File: config.mk
export PLATFORM = sky130hd
export DESIGN_NAME = instr_fetch
export DESIGN_NICKNAME = d
export VERILOG_FILES = /design/src/rtl/proc_pkg.sv /design/src/rtl/fetch_watchdog.sv /design/src/rtl/instr_fetch.sv
export SDC_FILE = /design/constraint.sdc
export NUM_CORES = 1
export LEC_CHECK = 0
export ABC_AREA = 1
export CAP_MARGIN = 10
export CORE_ASPECT_RATIO = 0.5
export CORE_MARGIN = 8
export CORE_UTILIZATION = 42
export CTS_CLUSTER_SIZE = 24
export DETAILED_ROUTE_END_ITERATION = 16
export PLACE_DENSITY = 0.72
export SLEW_MARGIN = 20
export SYNTH_ARGS = -nofsm -noshare
export SYNTH_HDL_FRONTEND = slang
export SYNTH_SLANG_ARGS = --single-unit
File: constraint.sdc
create_clock -name Clock -period 1.8 [get_ports Clock]
set_input_delay 0.54 -clock Clock [delete_from_list [all_inputs] [get_ports Clock]]
set_output_delay 0.54 -clock Clock [all_outputs]
set_load 0.01 [all_outputs]
File: src/rtl/proc_pkg.sv
// Definitions shared between the 16-bit multicycle core and its instruction fetch sequencer.
package proc_pkg;

   localparam int unsigned DATA_W = 16;
   localparam logic [DATA_W-1:0] HALT_WORD_DEF = 16'hFFFF;

   localparam logic [2:0] ST_IDLE  = 3'd0;
   localparam logic [2:0] ST_ADDR  = 3'd1;
   localparam logic [2:0] ST_LATCH = 3'd2;
   localparam logic [2:0] ST_ISSUE = 3'd3;
   localparam logic [2:0] ST_WAIT  = 3'd4;
   localparam logic [2:0] ST_HALT  = 3'd5;
   localparam logic [2:0] ST_ERR   = 3'd6;

   typedef enum logic [2:0] {
      S_IDLE  = ST_IDLE,
      S_ADDR  = ST_ADDR,
      S_LATCH = ST_LATCH,
      S_ISSUE = ST_ISSUE,
      S_WAIT  = ST_WAIT,
      S_HALT  = ST_HALT,
      S_ERR   = ST_ERR
   } fetch_state_e;

endpackage

File: src/rtl/fetch_watchdog.sv
// Saturating cycle counter with synchronous clear; flags expiry once the count reaches TIMEOUT.
module fetch_watchdog #(
   parameter int unsigned TIMEOUT = 15
) (
   input  logic clk_i,
   input  logic rst_ni,
   input  logic clr_i,
   input  logic en_i,
   output logic expired_o
);

   localparam int unsigned CW = (TIMEOUT > 0) ? $clog2(TIMEOUT + 1) : 1;
   localparam logic [CW-1:0] LIMIT = CW'(TIMEOUT);

   logic [CW-1:0] cnt_d;
   logic [CW-1:0] cnt_q;

   // Next count: clear wins, then increment up to the limit and hold there.
   always_comb begin
      cnt_d = cnt_q;
      if (clr_i) begin
         cnt_d = '0;
      end else if (en_i && (cnt_q != LIMIT)) begin
         cnt_d = cnt_q + CW'(1);
      end else begin
         cnt_d = cnt_q;
      end
   end

   // Count register.
   always_ff @(posedge clk_i or negedge rst_ni) begin
      if (!rst_ni) begin
         cnt_q <= '0;
      end else begin
         cnt_q <= cnt_d;
      end
   end

   assign expired_o = (cnt_q == LIMIT);

endmodule

File: src/rtl/instr_fetch.sv
// Fetch sequencer: reads the instruction ROM, hands each word to the core with a one-cycle Run
// pulse, waits for Done and advances the PC. Supports a halt word, single-step and a Done watchdog.
module instr_fetch #(
   parameter int unsigned ADDR_W    = 5,
   parameter int unsigned DATA_W    = proc_pkg::DATA_W,
   parameter logic [DATA_W-1:0] HALT_WORD = proc_pkg::HALT_WORD_DEF,
   parameter int unsigned TIMEOUT   = 15,
   parameter int unsigned CNT_W     = 16
) (
   input  logic              Clock,
   input  logic              Resetn,
   input  logic              Go,
   input  logic              Step,
   output logic [ADDR_W-1:0] ADDR,
   input  logic [DATA_W-1:0] MemQ,
   output logic [DATA_W-1:0] DIN,
   output logic              Run,
   input  logic              Done,
   output logic              Halted,
   output logic              Error,
   output logic [CNT_W-1:0]  InstrCount
);

   import proc_pkg::*;

   fetch_state_e      state_q;
   logic [ADDR_W-1:0] pc_q;
   logic [DATA_W-1:0] din_q;
   logic [CNT_W-1:0]  cnt_q;
   logic              run_q;
   logic              halted_q;
   logic              error_q;
   logic              go_q;
   logic              token_q;

   logic go_rise_s;
   logic permit_s;
   logic wd_clr_s;
   logic wd_en_s;
   logic wd_expired_s;

   assign go_rise_s = Go & ~go_q;
   assign permit_s  = Step ? (go_rise_s | token_q) : Go;
   assign wd_clr_s  = (state_q == S_ISSUE);
   assign wd_en_s   = (state_q == S_WAIT) & ~Done;

   fetch_watchdog #(
      .TIMEOUT(TIMEOUT)
   ) u_watchdog (
      .clk_i    (Clock),
      .rst_ni   (Resetn),
      .clr_i    (wd_clr_s),
      .en_i     (wd_en_s),
      .expired_o(wd_expired_s)
   );

   // Fetch FSM with PC, instruction register, counters and all outputs registered.
   always_ff @(posedge Clock or negedge Resetn) begin
      if (!Resetn) begin
         state_q  <= S_IDLE;
         pc_q     <= '0;
         din_q    <= '0;
         cnt_q    <= '0;
         run_q    <= 1'b0;
         halted_q <= 1'b0;
         error_q  <= 1'b0;
         go_q     <= 1'b0;
         token_q  <= 1'b0;
      end else begin
         go_q  <= Go;
         run_q <= 1'b0;
         // A step request arriving while busy is remembered once and replayed at the next IDLE.
         if (Step && go_rise_s && (state_q != S_IDLE)) begin
            token_q <= 1'b1;
         end
         unique case (state_q)
            S_IDLE: begin
               if (permit_s) begin
                  state_q <= S_ADDR;
                  token_q <= 1'b0;
               end
            end
            S_ADDR: begin
               state_q <= S_LATCH;
            end
            S_LATCH: begin
               if (MemQ == HALT_WORD) begin
                  state_q  <= S_HALT;
                  halted_q <= 1'b1;
               end else begin
                  din_q   <= MemQ;
                  run_q   <= 1'b1;
                  state_q <= S_ISSUE;
               end
            end
            S_ISSUE: begin
               state_q <= S_WAIT;
            end
            S_WAIT: begin
               if (Done) begin
                  pc_q    <= pc_q + ADDR_W'(1);
                  state_q <= S_IDLE;
                  if (!(&cnt_q)) begin
                     cnt_q <= cnt_q + CNT_W'(1);
                  end
               end else if (wd_expired_s) begin
                  error_q <= 1'b1;
                  state_q <= S_ERR;
               end
            end
            S_HALT: begin
               state_q <= S_HALT;
            end
            S_ERR: begin
               state_q <= S_ERR;
            end
            default: begin
               state_q <= S_IDLE;
            end
         endcase
      end
   end

   assign ADDR       = pc_q;
   assign DIN        = din_q;
   assign Run        = run_q;
   assign Halted     = halted_q;
   assign Error      = error_q;
   assign InstrCount = cnt_q;

endmodule

==> out/summary.txt, run 1 <==
======================================================================================================
Tot Pwr                                                                                       4.368 mW
Yosys warnings                                                                                       0
Routed wire length per instance                                                               13.16 um
Mean instance size in the synthesized netlist                                               8.237 um^2
Hold slack final                                                                             0.2288 ns
GP Congestion                                                                                   0.7650
Chip width                                                                                    125.4 um
Fillers                                                                                            508
Global route total overflow                                                                          0
Nets in the synthesized netlist                                                                    329
Biggest area contributors in the synthesized netlist                                      sky130_fd_sc_hd__dfrtp_1 (49%), sky130_fd_sc_hd__nand2_1 (14%), sky130_fd_sc_hd__nand3_1 (6.6%)
CP top delay family                                                                       buffers and inverters
Fraction of the core area covered by cells at the end of the flow                               60.30%
TritonCTS clock tree                                                                              done
Initial cell density of the core                                                                42.36%
Cells after Synth                                                                                  305
Port buffer count                                                                                   60
# nets final                                                                                       412
Clock latency on the worst-skew pair                                                           0.29 ns
Place WS                                                                                    -0.1251 ns
Launching element type of the critical path                                                   register
Final standard cell count with taps included and fillers excluded                                  466
Wire length reported by the detailed router                                                    6134 um
Area used by sequential logic in the layout                                                  1232 um^2
Overall fraction of global-route tracks in use                                                  14.32%
Placed wire-length estimate after detailed placement                                           4580 um
Layout overhead on the synthesized area                                                         42.33%
Cells traversed along the worst timing path                                               clkdlybuf4s50_1
Count of max-cap constraint violations                                                               0
Post-synthesis cell type count                                                                      27
Clock sink count                                                                                    49
Sequential cell area fraction in the yosys report                                               48.80%
Wire length of the first global-routing pass                                                 10,510 um
Post-detailed-placement cell area                                                            3378 um^2
IO Pins                                                                                             61
Accumulated negative setup slack                                                                  0 ns
Maximum clock frequency                                                                      565.0 MHz
Number of synthesized register bits                                                                 49
Largest net degree at the start of global routing                                                   50
Unrepaired setup endpoints after global routing                                                     no
Crit path buf inv count                                                                              1
Dominant cell type by area after synthesis                                                sky130_fd_sc_hd__dfrtp_1
Vertical extent of the die                                                                    70.69 um
Result of the run                                                                            completed
Via count                                                                                        2,261
Bufs on Longest Clock Path                                                                           2
Worst path max stage delay                                                                     0.56 ns
Crit. End Element                                                                           output pin
# setup viols final                                                                                  0
Leak pwr                                                                                      1.834 nW
Slowest cell on the critical path                                                         sky130_fd_sc_hd__clkdlybuf4s50_1
Relative slew margins                                                                           65.14%
Number of DRC violations after detailed-routing iteration 0                                        125
Cell Pwr Density                                                                          1222 nW/um^2
Clock transition at the register clock pins on the worst setup and hold paths after CTS        0.07 ns
Number of antenna violations at the first check in global routing                                    0
Multi-input combinational cell area                                                          1111 um^2
Fraction of layout instances using a drive strength above 1                                     11.31%
Via count of the first global-routing pass                                                       2,196
Syn Std Cell Area                                                                            2512 um^2
Core region area                                                                             5931 um^2
Root buffer cell                                                                          sky130_fd_sc_hd__clkbuf_16
Final max-slew violation count                                                                       0
Maximum level of the CTS H-tree                                                                      2
Floorplan die area                                                                           8863 um^2
Final hold violation count                                                                           0
Post-detailed-route count of antenna-violating nets                                                  0
Fraction of synthesized cell area taken by the top area cell type                               48.80%
Post-Route Skew                                                                            0.003763 ns
Finished Cell Area                                                                           3576 um^2
Via/cell ratio                                                                                   4.852
Cts bufs inserted                                                                                    5
Number of cells in the design after placement                                                      454
Peak supply drop                                                                             0.5639 mV
Remaining DRCs                                                                                       0
Worst endpoint required time                                                                   1.26 ns
Number of buffers inserted by hold repair at cts                                                     0
Number of standard-cell rows in the floorplan                                                       20
Period Utilization, post-route                                                                  98.33%
Number of antenna diodes                                                                             0
Class of the most critical hold timing path                                               input port to async pin
Actual transition at the worst max-transition pin                                            0.5229 ns
Type of the worst setup path                                                              register to output pin
Time the worst path needs with I/O delays and setup                                           1.770 ns
Arrival @ worst endpoint                                                                       1.23 ns
Post-route setup slack                                                                      0.03012 ns
Peak fanout along the critical path                                                                  2
Detailed-router iteration count before antenna repair                                                4
======================================================================================================
## cell type report
type,instances,share of cell area [%]
clock buffer,7,3.989
clock inverter,1,0.8397
inverter,37,3.884
multi-input combinational,213,31.07
sequential,49,34.46
tap,77,2.694
timing repair buffer,82,23.06
## synth_stat cells
cell type	instances
sky130_fd_sc_hd__a21oi_1	2
sky130_fd_sc_hd__a22oi_1	1
sky130_fd_sc_hd__buf_2	2
sky130_fd_sc_hd__buf_4	1
sky130_fd_sc_hd__buf_6	1
sky130_fd_sc_hd__clkbuf_1	2
sky130_fd_sc_hd__dfrtp_1	49
sky130_fd_sc_hd__ha_1	3
sky130_fd_sc_hd__inv_1	37
sky130_fd_sc_hd__nand2_1	96
sky130_fd_sc_hd__nand2_2	1
sky130_fd_sc_hd__nand2_4	2
sky130_fd_sc_hd__nand3_1	33
sky130_fd_sc_hd__nand3_4	1
sky130_fd_sc_hd__nand3b_1	1
sky130_fd_sc_hd__nand3b_4	1
sky130_fd_sc_hd__nand4_1	11
sky130_fd_sc_hd__nor2_1	19
sky130_fd_sc_hd__nor2_4	1
sky130_fd_sc_hd__nor2_8	2
sky130_fd_sc_hd__nor3_1	5
sky130_fd_sc_hd__o21ai_0	18
sky130_fd_sc_hd__o21bai_1	1
sky130_fd_sc_hd__o31ai_1	1
sky130_fd_sc_hd__o31ai_4	1
sky130_fd_sc_hd__xnor2_1	7
sky130_fd_sc_hd__xor2_1	6
## report_power, final
part           leakage, nW  switching [mW]  total, mW  internal [mW]
combinational         1.12           0.804       1.62          0.818
sequential           0.627           0.233       1.65           1.42
clock               0.0841           0.402       1.10          0.695
## cell usage in the layout, fill, tap and decap left out, types with 2 or more instances in the layout
master	n
sky130_fd_sc_hd__clkbuf_16	5
sky130_fd_sc_hd__nor2_1	19
sky130_fd_sc_hd__o21ai_0	18
sky130_fd_sc_hd__clkdlybuf4s50_1	47
sky130_fd_sc_hd__dfrtp_1	44
sky130_fd_sc_hd__nand3_1	33
sky130_fd_sc_hd__xnor2_1	7
sky130_fd_sc_hd__buf_12	6
sky130_fd_sc_hd__ha_1	3
sky130_fd_sc_hd__nand4_1	11
sky130_fd_sc_hd__nor3_1	5
sky130_fd_sc_hd__inv_1	37
sky130_fd_sc_hd__dlygate4sd2_1	11
sky130_fd_sc_hd__buf_4	16
sky130_fd_sc_hd__nor2_8	2
sky130_fd_sc_hd__a21oi_1	2
sky130_fd_sc_hd__xor2_1	6
sky130_fd_sc_hd__dfrtp_2	5
sky130_fd_sc_hd__nand2_4	2
sky130_fd_sc_hd__nand2_1	96
## timing repair
| action | 4_1_cts | 5_1_grt |
|---|---|---|
| gates resized for setup | 16 | 1 |
| endpoints found under the setup margin | 15 | 1 |
| buffers inserted | 4 | 0 |
| pin swaps | 0 | 0 |
## per-layer routing
| layer | global-route usage (%) | up-vias | share of wire [%] |
|---|---|---|---|
| li1 | - | 1144 | - |
| met1 | 15.81 | 1062 | 43 |
| met2 | 26.54 | 46 | 51 |
| met3 | 3.898 | 9 | 4.9 |
| met4 | 4.412 | 0 | 1.2 |
| met5 | 0 | - | 0 |
## logic make-up after synthesis
| kind of cell | share of synthesized area [%] |
|---|---|
| adder cells (fa/ha/maj) | 1.494 |
| AND/OR/NAND/NOR | 32.47 |
| flip-flops | 48.80 |
| XOR/XNOR | 4.532 |
| buffers and inverters | 6.972 |
| AO/OA/AOI/OAI | 5.728 |
## registers in the layout, indices dropped and copies added (netlist names)
signal	count
DIN	16
InstrCount	16
ADDR	5
u_watchdog.cnt_q	4
state_q	3
Error	1
Halted	1
Run	1
go_q	1
token_q	1
## path summary, 6_finish.rpt
check | from | slack (ns) | cells after the start | endpoint
max | InstrCount[13]$_DFFE_PN0P_ | 0.03 | 1 | InstrCount[13]
min | Resetn | 0.23 | 2 | DIN[14]$_DFFE_PN0P_
max reg2reg | InstrCount[1]$_DFFE_PN0P_ | 0.21 | 8 | InstrCount[15]$_DFFE_PN0P_
min reg2reg | ADDR[4]$_DFFE_PN0P_ | 0.47 | 1 | ADDR[4]$_DFFE_PN0P_
max in group asynchronous | Resetn | 1.32 | 2 | InstrCount[10]$_DFFE_PN0P_
min in group Clock | ADDR[4]$_DFFE_PN0P_ | 0.47 | 1 | ADDR[4]$_DFFE_PN0P_
No activity file was read; power rests on OpenSTA's default activity.
==> inputs of run 2 (changes only) <==
--- a/config.mk
+++ b/config.mk
@@ -12,6 +12,7 @@
 export CORE_UTILIZATION = 42
 export CTS_CLUSTER_SIZE = 24
 export DETAILED_ROUTE_END_ITERATION = 16
+export GPL_ROUTABILITY_DRIVEN = 1
 export PLACE_DENSITY = 0.72
 export SLEW_MARGIN = 20
 export SYNTH_ARGS = -nofsm -noshare
==> results of run 2 <==
Final layout, timing and power as in run 1 (identical DEF).
==> inputs of run 3 (changes only) <==
--- a/config.mk
+++ b/config.mk
@@ -7,14 +7,16 @@
 export LEC_CHECK = 0
 export ABC_AREA = 1
 export CAP_MARGIN = 10
+export CELL_PAD_IN_SITES_DETAIL_PLACEMENT = 1
+export CELL_PAD_IN_SITES_GLOBAL_PLACEMENT = 1
 export CORE_ASPECT_RATIO = 0.5
 export CORE_MARGIN = 8
-export CORE_UTILIZATION = 42
+export CORE_UTILIZATION = 36
 export CTS_CLUSTER_SIZE = 24
 export DETAILED_ROUTE_END_ITERATION = 16
 export GPL_ROUTABILITY_DRIVEN = 1
-export PLACE_DENSITY = 0.72
-export SLEW_MARGIN = 20
+export PLACE_DENSITY = 0.81
+export SLEW_MARGIN = 5
 export SYNTH_ARGS = -nofsm -noshare
 export SYNTH_HDL_FRONTEND = slang
 export SYNTH_SLANG_ARGS = --single-unit
==> run 3 against run 2 <==
Effect of this change:
- maximum frequency about the same
- sequential power barely moved
- die area grew 14%
- critical path depth unchanged
- non-clock buffer count is 3 higher
- combinational power is 7% higher
- first-iteration DRC count down 52%
- routed wire length rose by 23%
- clock power decreased by 13%
- register-to-register slack better by 0.02 ns
- critical path type unchanged
- critical endpoint is now DIN[13]
- highest routed layer unchanged
==> out/summary.txt, run 3 (synthesis results as in run 1) <==
======================================================================================================
Result of the run                                                                            completed
Via count                                                                                        2,355   +4.2%
Multi-input combinational cell area                                                          1119 um^2   +0.68%
Vertical extent of the die                                                                    75.07 um   +6.2%
Maximum level of the CTS H-tree                                                                      2   unchanged
Wire length reported by the detailed router                                                    7573 um   +23%
Bufs on Longest Clock Path                                                                           2   unchanged
Number of antenna diodes                                                                             0   unchanged
Time the worst path needs with I/O delays and setup                                           1.771 ns   +0.001496 ns
Maximum clock frequency                                                                      564.5 MHz   about the same
Fraction of layout instances using a drive strength above 1                                     12.76%   +1.4 points
CP top delay family                                                                       buffers and inverters
Remaining DRCs                                                                                       0   unchanged
Number of standard-cell rows in the floorplan                                                       21   +5.0%
Initial cell density of the core                                                                37.35%   -5.0 points
Largest net degree at the start of global routing                                                   50   unchanged
Period Utilization, post-route                                                                  98.41%   about the same
Fillers                                                                                            824   +62%
Max Used Layer                                                                                    met4
Final hold violation count                                                                           0   unchanged
Worst path max stage delay                                                                     0.56 ns   about the same
Core region area                                                                             6726 um^2   +13%
Number of buffers inserted by hold repair at cts                                                     0   unchanged
Chip width                                                                                    134.1 um   +7.0%
Clock sink count                                                                                    49   unchanged
Peak fanout along the critical path                                                                  2   unchanged
Root buffer cell                                                                          sky130_fd_sc_hd__clkbuf_16
Cells traversed along the worst timing path                                               clkdlybuf4s50_1
Wire length of the first global-routing pass                                                 13,300 um   +27%
Detailed-router iteration count before antenna repair                                                4   unchanged
Cts bufs inserted                                                                                    5   unchanged
Slowest cell on the critical path                                                         sky130_fd_sc_hd__clkdlybuf4s50_1
Leak pwr                                                                                      1.869 nW   +1.9%
Worst endpoint required time                                                                   1.26 ns   about the same
Most used cells in the layout excluding fill and tap cells                                sky130_fd_sc_hd__nand2_1 (95), sky130_fd_sc_hd__dfrtp_1 (44), sky130_fd_sc_hd__clkdlybuf4s50_1 (44)
Overall fraction of global-route tracks in use                                                  16.53%   +2.2 points
Floorplan die area                                                                         10,070 um^2   +14%
Final max-slew violation count                                                                       0   unchanged
Post-Route Skew                                                                            0.009023 ns   +0.005260 ns
Arrival @ worst endpoint                                                                       1.23 ns   about the same
Area used by sequential logic in the layout                                                  1232 um^2   unchanged
Type of the worst setup path                                                              register to output pin
Count of max-cap constraint violations                                                               0   unchanged
Launching element type of the critical path                                                   register
Clock transition at the register clock pins on the worst setup and hold paths after CTS        0.07 ns   about the same
Via count of the first global-routing pass                                                       2,684   +22%
TritonCTS clock tree                                                                              done
Place WS                                                                                    -0.2460 ns   -0.1209 ns
Port buffer count                                                                                   60   unchanged
Met2 layer wire length in the routed design                                                    4098 um   +30%
Post-detailed-route count of antenna-violating nets                                                  0   unchanged
Via/cell ratio                                                                                   4.866   +0.28%
Crit. End Element                                                                           output pin
Crit path buf inv count                                                                              1   unchanged
Actual transition at the worst max-transition pin                                            0.4912 ns   -0.03170 ns
Class of the most critical hold timing path                                               input port to async pin
Leading cell type in the layout, fill and taps excluded                                   sky130_fd_sc_hd__nand2_1
GP Congestion                                                                                   0.7773   +1.6%
Clock latency on the worst-skew pair                                                           0.30 ns   about the same
Accumulated negative setup slack                                                                  0 ns   unchanged
Unrepaired setup endpoints after global routing                                                     no
Layout overhead on the synthesized area                                                         43.58%
Peak supply drop                                                                             0.5826 mV   +3.3%
Tot Pwr                                                                                       4.333 mW   -0.81%
Total met3 wirelength after detailed routing                                                    240 um   -19%
# nets final                                                                                       415   +0.73%
IO Pins                                                                                             61   unchanged
# setup viols final                                                                                  0   unchanged
Global route total overflow                                                                          0   unchanged
M1 WL                                                                                          3084 um   +18%
Post-route setup slack                                                                      0.02862 ns   -0.001496 ns
Cell Pwr Density                                                                          1201 nW/um^2   -1.7%
Number of antenna violations at the first check in global routing                                    0   unchanged
Placed wire-length estimate after detailed placement                                           5626 um   +23%
Relative slew margins                                                                           67.25%   +2.1 points
Number of DRC violations after detailed-routing iteration 0                                         60   -52%
Routed wire length per instance                                                               15.65 um   +19%
======================================================================================================
run 3: final cells by class:
cell class	instances	area share [%]
Sequential cell	49	34.17
Multi-Input combinational cell	213	31.01
Timing Repair Buffer	85	23.79
Inverter	37	3.850
Clock buffer	6	3.573
Tap cell	92	3.191
Clock inverter	2	0.4162
run 3: per-stage QoR:
stage               hold slack [ns]  std cells  area [um^2]  util [%]
floorplan                    0.2444        305         2512         -
CTS                          0.2382        484         3587     53.33
global placement             0.4490        470         3405     50.61
detailed placement           0.4584        470         3405     50.61
global route                 0.2476        484         3607     53.63
finish                       0.2121        484         3607     53.63
run 3: what timing repair did:
item | in CTS | in global routing
endpoints found under the setup margin | 16 | 13
buffers inserted | 6 | 0
gates resized for setup | 15 | 8
hold endpoints to repair | 0 | 0
run 3: per-layer routing:
| layer | GRT usage, % | vias up |
|---|---|---|
| met1 | 17.16 | 1155 |
| met4 | 6.165 | 0 |
| met2 | 32.74 | 39 |
| met5 | 0 | - |
| met3 | 3.728 | 13 |
| li1 | - | 1148 |
run 3: path summary, 6_finish.rpt:
kind	startpoint	to	slack, ns	depth (start not counted)
worst min-delay path	Resetn	DIN[5]$_DFFE_PN0P_	0.21	2
min in group Clock	Halted$_DFFE_PN0P_	Halted$_DFFE_PN0P_	0.49	2
max in group asynchronous	Resetn	InstrCount[6]$_DFFE_PN0P_	1.31	2
worst max-delay path	DIN[13]$_DFFE_PN0P_	DIN[13]	0.03	1
worst max register to register	InstrCount[1]$_DFFE_PN0P_	InstrCount[4]$_DFFE_PN0P_	0.23	9
worst min register to register	Halted$_DFFE_PN0P_	Halted$_DFFE_PN0P_	0.49	2
run 3: where the power goes:
group / leakage [nW] / internal [mW] / switching (mW)
logic: 1.18 / 0.837 / 0.902
clock network: 0.0631 / 0.517 / 0.435
registers: 0.627 / 1.41 / 0.228
total: 1.87 / 2.77 / 1.56
